$ cat src/rtl/noc_run_ctrl.sv
// noc_run_ctrl: sequences client reset, latches per-client completion, waits
// for link quiescence, then reports pass or fail under a watchdog.
module noc_run_ctrl #(
   parameter int N_CLIENTS      = 4,
   parameter int N_LINKS        = 16,
   parameter int RST_CYCLES     = 2,
   parameter int DRAIN_CYCLES   = 1000,
   parameter int QUIESCE        = 1,
   parameter int TIMEOUT_CYCLES = 1000000,
   parameter int CNT_W          = 32,
   localparam int EW = N_CLIENTS > 1 ? $clog2(N_CLIENTS) : 1
) (
   input  logic                 clk,
   input  logic                 rst,
   input  logic [N_CLIENTS-1:0] client_done,
   input  logic [N_CLIENTS-1:0] client_err,
   input  logic [N_CLIENTS-1:0] client_mask,
   input  logic [N_LINKS-1:0]   link_active,
   output logic                 client_rst,
   output logic [2:0]           state,
   output logic [N_CLIENTS-1:0] done_seen,
   output logic [CNT_W-1:0]     run_cycles,
   output logic                 finish,
   output logic                 pass,
   output logic                 fail,
   output logic [1:0]           fail_code,
   output logic [EW-1:0]        err_client
);
   localparam int RW = $clog2(RST_CYCLES + 1);
   localparam int DW = $clog2(DRAIN_CYCLES + 1);
   localparam logic [2:0] RST_HOLD = 3'd0, RUN = 3'd1, DRAIN = 3'd2, PASS = 3'd3, FAIL = 3'd4;
   logic [2:0]           nxt;
   logic [RW-1:0]        rst_cnt;
   logic [DW-1:0]        drain_cnt;
   logic [N_CLIENTS-1:0] err_v;
   logic [EW-1:0]        err_idx;
   logic                 active, idle, drain_done, tmo;
   assign err_v      = client_err & ~client_mask;
   assign active     = state == RUN || state == DRAIN;
   assign idle       = !(QUIESCE != 0 && |link_active);
   assign drain_done = state == DRAIN && idle && drain_cnt == DW'(DRAIN_CYCLES - 1);
   assign tmo        = TIMEOUT_CYCLES != 0 && run_cycles == CNT_W'(TIMEOUT_CYCLES - 1);
   always_comb begin
      err_idx = '0;
      for (int i = N_CLIENTS - 1; i >= 0; i--)
         if (err_v[i]) err_idx = EW'(i);
   end
   always_ff @(posedge clk)
      state <= rst ? RST_HOLD : nxt;
   // Later assignments win: error > pass > timeout > normal progress.
   always_comb begin
      nxt = state;
      if (state == RST_HOLD && rst_cnt == RW'(RST_CYCLES - 1)) nxt = RUN;
      if (state == RUN && &(done_seen | client_mask)) nxt = DRAIN;
      if (active && tmo) nxt = FAIL;
      if (drain_done) nxt = PASS;
      if (active && |err_v) nxt = FAIL;
   end
   always_comb begin
      client_rst = state == RST_HOLD;
      pass       = state == PASS;
      fail       = state == FAIL;
   end
   always_ff @(posedge clk) begin
      if (rst) begin
         rst_cnt    <= '0;
         drain_cnt  <= '0;
         done_seen  <= '0;
         run_cycles <= '0;
         finish     <= 1'b0;
         fail_code  <= 2'd0;
         err_client <= '0;
      end else begin
         rst_cnt    <= state == RST_HOLD ? rst_cnt + RW'(1) : rst_cnt;
         drain_cnt  <= state != DRAIN ? '0 : idle ? drain_cnt + DW'(1) : '0;
         done_seen  <= state == RUN ? done_seen | (client_done & ~client_mask) : done_seen;
         // The cycle count freezes on the edge that leaves RUN/DRAIN.
         run_cycles <= active && (nxt == RUN || nxt == DRAIN) && !(&run_cycles) ? run_cycles + CNT_W'(1) : run_cycles;
         finish     <= active && (nxt == PASS || nxt == FAIL);
         fail_code  <= active && |err_v ? 2'd1 : active && nxt == FAIL ? 2'd2 : fail_code;
         err_client <= active && |err_v ? err_idx : err_client;
      end
   end
endmodule

$ cat config.mk
export PLATFORM = sky130hd
export DESIGN_NAME = noc_run_ctrl
export DESIGN_NICKNAME = d
export VERILOG_FILES = /design/src/rtl/noc_run_ctrl.sv
export SDC_FILE = /design/constraint.sdc
export NUM_CORES = 1
export LEC_CHECK = 0
export ABC_AREA = 1
export BUFFER_PORTS_ARGS = -buffer_cell sky130_fd_sc_hd__buf_4
export CAP_MARGIN = 20
export CELL_PAD_IN_SITES_DETAIL_PLACEMENT = 0
export CELL_PAD_IN_SITES_GLOBAL_PLACEMENT = 1
export CORE_MARGIN = 1
export CORE_UTILIZATION = 35
export CTS_BUF_LIST = sky130_fd_sc_hd__clkbuf_16
export CTS_CLUSTER_DIAMETER = 120
export CTS_CLUSTER_SIZE = 8
export DETAILED_ROUTE_END_ITERATION = 8
export GPL_TIMING_DRIVEN = 1
export PLACE_DENSITY = 0.78
export SETUP_SLACK_MARGIN = 0.4
export SLEW_MARGIN = 15
export SYNTH_ARGS = -nofsm -noshare
export SYNTH_HDL_FRONTEND = slang
export SYNTH_SLANG_ARGS = --single-unit
$ cat constraint.sdc
create_clock -name clk -period 2.6 [get_ports clk]
set_input_delay 0 -clock clk [delete_from_list [all_inputs] [get_ports clk]]
set_output_delay 0 -clock clk [all_outputs]
set_load 0.03 [all_outputs]
; ---- Yosys cells after proc, flatten, opt, wreduce, memory -nomap -nowiden
; Index checks and enable logic that the tools add are counted.
; W data, S select, Z words.
[op_classes]
addsub = 3
n_eq_ne = 12
n_mux = 11
bitwise = 5
n_reduce_logical = 23
[op_table]
columns = operator, count
row1 = $add A32 B1 Y32 const B, 1
row2 = $eq A32 B20 Y1 const B, 1
row3 = $reduce_and A32 Y1, 1
row4 = $reduce_or A18 Y1, 1
row5 = $reduce_or A16 Y1, 1
row6 = $mux W3, 5
row7 = $eq A3 B2 Y1 const B, 4
row8 = $add A10 B1 Y10 const B, 1
row9 = $eq A10 B10 Y1 const B, 1
row10 = $logic_and A1 B1 Y1, 10
row11 = $and A4 B4 Y4, 2
row12 = $mux W2, 4
row13 = $or A4 B4 Y4, 2
row14 = $eq A3 B1 Y1 const B, 2
row15 = $eq A3 B3 Y1 const B, 2
row16 = $not A4 Y4, 1
row17 = $reduce_and A4 Y1, 1
row18 = $reduce_or A4 Y1, 1
row19 = $logic_not A3 Y1, 1
row20 = $logic_or A1 B1 Y1, 3
row21 = $ne A3 B2 Y1 const B, 1
row22 = $add A2 B1 Y2 const B, 1
row23 = $eq A2 B1 Y1 const B, 1
row24 = $logic_not A1 Y1, 2
row25 = 3 further kinds, 4
[word_totals]
register_bits = 56
out_inout_bits = 47

; ---- Longest topological paths before layout
[depth]
depth_word = 11
depth_mapped = 15

; ---- Worst setup path before layout
; OpenSTA, ideal clock, no wires.
[synth_timing]
path_type = register to register
start = register state[0]
end = register run_cycles[9]
setup_ns = 0.116
arrival_time_ns = 2.042
t_required_ns = 2.484
setup_slack_ns = 0.442
path_stages_with_launch = 12
n_path_buf = 1
synth_period_minus_slack_ns = 2.158
cell_sequence = dfxtp_1 -> nor3_2 -> a21oi_1 -> nor2_1 -> nand2_1 -> nand3_1 -> nand3_1 -> nor2_4 -> buf_4 -> nand3_1 -> nand2_1 -> nor2_1
[synth_via]
elab_chain_len = 11
word_cells_on_any_way = 20
classes_between = eq/ne: 4 / mux: 5 / reduce/logical: 11
[synth_rtl]
columns = item, line
row1 = "start, declared", 20  ; output logic [2:0] state,
row2 = "start signal, assigned", 49  ; state <= rst ? RST_HOLD : nxt;
row3 = $logic_not A3 Y1 (*), -
row4 = named net client_rst, 19  ; output logic client_rst,
row5 = $logic_and A1 B1 Y1 (*), 53  ; if (state == RST_HOLD && rst_cnt == RW'(RST_CYCLES - 1)) nxt = RUN;
row6 = $mux W3 (*), 53
row7 = $mux W3 (*), 54  ; if (state == RUN && &(done_seen | client_mask)) nxt = DRAIN;
row8 = $mux W3 (*), 55  ; if (active && tmo) nxt = FAIL;
row9 = $mux W3 (*), 56  ; if (drain_done) nxt = PASS;
row10 = $mux W3 (*), 57  ; if (active && |err_v) nxt = FAIL;
row11 = $eq A3 B1 Y1 / $eq A3 B2 Y1 (equally long branches), 78  ; run_cycles <= active && (nxt == RUN || nxt == DRAIN) && !(&run_cycles) ? run_cycles + CNT_W'(1) : run_cycles;
row12 = $logic_or A1 B1 Y1 (*), 78
row13 = $logic_and A1 B1 Y1 (*) (2 in series), 78
row14 = "end signal, assigned", 78
row15 = "end, declared", 22  ; output logic [CNT_W-1:0] run_cycles,
; The timed path passes the listed nets; every way through them passes the cells marked *.
; A chain may end at the register's enable or synchronous reset.

; ---- Worst setup path in the final report
[layout_timing]
start = register drain_cnt[1]
end = register run_cycles[13]
[layout_via]
elab_chain_len = 8
word_cells_on_any_way = 9
classes_between = eq/ne: 3 / mux: 2 / reduce/logical: 4
[layout_rtl]
columns = item, line
row1 = "start, declared", 34  ; logic [DW-1:0] drain_cnt;
row2 = "start signal, assigned", 75  ; drain_cnt <= state != DRAIN ? '0 : idle ? drain_cnt + DW'(1) : '0;
row3 = $eq A10 B10 Y1 (*), 41  ; assign drain_done = state == DRAIN && idle && drain_cnt == DW'(DRAIN_CYCLES - 1);
row4 = $logic_and A1 B1 Y1 (*), 41
row5 = $mux W3 (*), 56
row6 = $mux W3 (*), 57
row7 = $eq A3 B1 Y1 / $eq A3 B2 Y1 (equally long branches), 78
row8 = $logic_or A1 B1 Y1 (*), 78
row9 = $logic_and A1 B1 Y1 (*) (2 in series), 78
; Mark *: on every way between the ends. The rest lies on a longest branch, timed or not.

==> reports/qor.csv <==
metric;value;unit
met3WireLength;432;um
num_io_pins;77;
fp.dieH;95.2;um
setup_violations;0;
worst_slew_pin_slew;0.633;ns
fin_total_pwr;2.70;mW
max_freq;471;MHz
htree_num_levels;2;
worstPathRequired;2.79;ns
setup-tns-final;0;ns
status;finished clean;
p_leak;1.92;nW
detail-route-antenna-nets;0;
layout.nets;620;
finalWorstSetupSlack;0.475;ns
topRoutingLayerUsed;met4;
dr.pass1.iters;4;
synth_cell_types;27;
track_usage;19.7;%
clk_pin_slew;0.08;ns
cp-start-kind;flop;
post-place-ws;0.332;ns
drc;0;
drt_iter0_markers;91;
initial_utilization;36.6;%
cp-end-kind;flop;
numPortBuffers;76;
rows;33;
grt_max_degree;32;
syn_avg_cell_area;6.23;sq um
max-slew-margin-rel;57.5;%
grt_pass1_wl;14000;um
ys_async_sr_fraction;0;%
routed_wl;9330;um
synth_fp_nets;521;
crit_path_max_fanout;7;
power_density;616;mW/mm^2
layout-drive-gt1-share;27.4;%
antenna_found_initial;0;
gp_congestion;0.813;
hold_viol;0;
hold_path_class;input pin to flop;
synth_flop_cell;dfxtp_1;
period_share;81.7;%
clock_skew;0.00815;ns
dp_hpwl;6020;um
cts.sinks;56;
die_x;95.2;um
area_growth;44.1;%
routed-wl-met2;4620;um
peakVddDrop;412;uV
vias;3466;
finalMaxSlewViolations;0;
max-cap-violations;0;
rsz0062_at_grt;yes;
dieArea;0.00906;sq mm
met1_length;4130;um
ys_seq_area_share;36.9;%
grt_pass1_vias;3133;
clockBufferDepth;2;
overflow;0;
worst-endpoint-arrival;2.32;ns
cts_tree;built;
critPathKind;flop to flop;
cts_buffers;5;
core-area;0.00830;sq mm
num_antenna_cells;0;
avgViaCountPerCell;5.00;
yosysWarnings;0;
synth-seq-cells;56;
fin_crit;2.12;ns
clock_latency;0.30;ns
wire_per_inst;13.5;um
synthCells;488;
ctsRootBufferMaster;clkbuf_16;
synth-edff-count;0;
synth_area;0.00304;sq mm
==> cell usage in the layout (no fill, tap or decap), types with 6 or more instances in the layout <==
cell | synthesis | layout
clkbuf_16 | 0 | 8
dlygate4sd3_1 | 0 | 6
a21oi_2 | 0 | 10
o21ai_0 | 7 | 7
buf_4 | 6 | 87
nor2_1 | 92 | 90
nand3_1 | 61 | 49
a21oi_1 | 45 | 35
inv_1 | 63 | 61
nand3_2 | 1 | 11
nand2_1 | 105 | 102
dfxtp_2 | 0 | 14
nor3_1 | 20 | 17
dfxtp_1 | 56 | 40
==> layout make-up <==
cell class	instances	area, sq um
Clock inverter	3	22.5
Fill cell	840	3920
Timing Repair Buffer	102	906
Multi-Input combinational cell	355	1790
Clock buffer	5	125
Inverter	67	254
Sequential cell	56	1150
Tap cell	105	131
==> cell usage after synthesis, types with 2 or more instances <==
cell      count  area share [%]
nand4_1       4            0.82
nand3_1      61              10
clkbuf_1      4            0.49
ha_1          3             1.2
buf_4         6             1.5
nand2_1     105              13
dfxtp_1      56              37
nor2_1       92              11
nor3_1       20             3.3
a21oi_1      45             7.4
o21ai_0       7             1.2
inv_2         3            0.37
and3_1        2            0.41
nor3b_1       4            0.99
inv_1        63             7.8
nand3b_1      2            0.49
==> final timing paths <==
check | from | end | slack (ns) | cells past startpoint
min | client_mask[3] | done_seen[3]$_SDFFE_PP0N_ | 0.005 | 4
min reg2reg | rst_cnt[0]$_SDFFE_PP0N_ | rst_cnt[0]$_SDFFE_PP0N_ | 0.47 | 1
max | drain_cnt[1]$_SDFF_PP0_ | run_cycles[13]$_SDFFE_PP0P_ | 0.48 | 14
max reg2reg | drain_cnt[1]$_SDFF_PP0_ | run_cycles[13]$_SDFFE_PP0P_ | 0.48 | 14
==> through the flow <==
stage	util, %	cells	hold slack, ns	instance area (sq um)
3_3_place_gp	44.7	661	0.281	3710
2_1_floorplan	-	488	0.160	3040
4_1_cts	48.6	680	0.000298	4030
5_1_grt	52.8	693	0.0267	4380
3_5_place_dp	44.7	661	0.286	3710
6_report	52.8	693	0.00512	4380
==> cells by family after synthesis <==
family	count (synthesis)	synth area share, %
and+or+nand+nor	296	42.0
buffers and inverters	77	10.3
DFF	56	36.9
AOI/OAI and AO/OA	55	9.30
adders and majority gates	3	1.24
xor gates and xnor gates	1	0.288
==> worst max-delay path, cell delays in order, from the launching register on <==
cell	delay [ns]
dfxtp_2	0.36
ha_4	0.16
nand2_4	0.06
inv_4	0.06
nand3_2	0.06
nor3_2	0.20
nand3_2	0.14
a21oi_2	0.18
nand2_2	0.09
nor2_4	0.22
buf_6	0.16
clkbuf_16	0.15
nand3_1	0.06
nand2_1	0.07
nor2_1	0.04
==> state kept, by name (all words and copies together) (netlist names) <==
signal / count
done_seen: 4
drain_cnt: 10
err_client: 2
fail_code: 2
finish: 1
rst_cnt: 2
run_cycles: 32
state: 3
==> timing repair <==
| action | in CTS | in global routing |
|---|---|---|
| buffers inserted | 3 | 9 |
| cloned | 2 | 4 |
| pin swaps | 2 | 16 |
| endpoints found under the hold margin | 10 | 0 |
| endpoints found under the setup margin | 32 | 32 |
| hold buffers | 6 | 0 |
| resized for setup | 9 | 55 |
==> metal layers <==
metal | vias to the layer above | GRT usage [%]
met4 | 0 | 5.68
met3 | 12 | 3.99
met2 | 92 | 34.9
li1 | 1770 | -
met5 | - | 0
met1 | 1592 | 23.8
==> power breakdown <==
group	internal (mW)	total [mW]	switching [mW]
Sequential	0.930	1.00	0.0737
Combinational	0.435	0.992	0.558
Clock	0.362	0.700	0.338
Total	1.73	2.70	0.969
(Power assumes the default switching activity.)
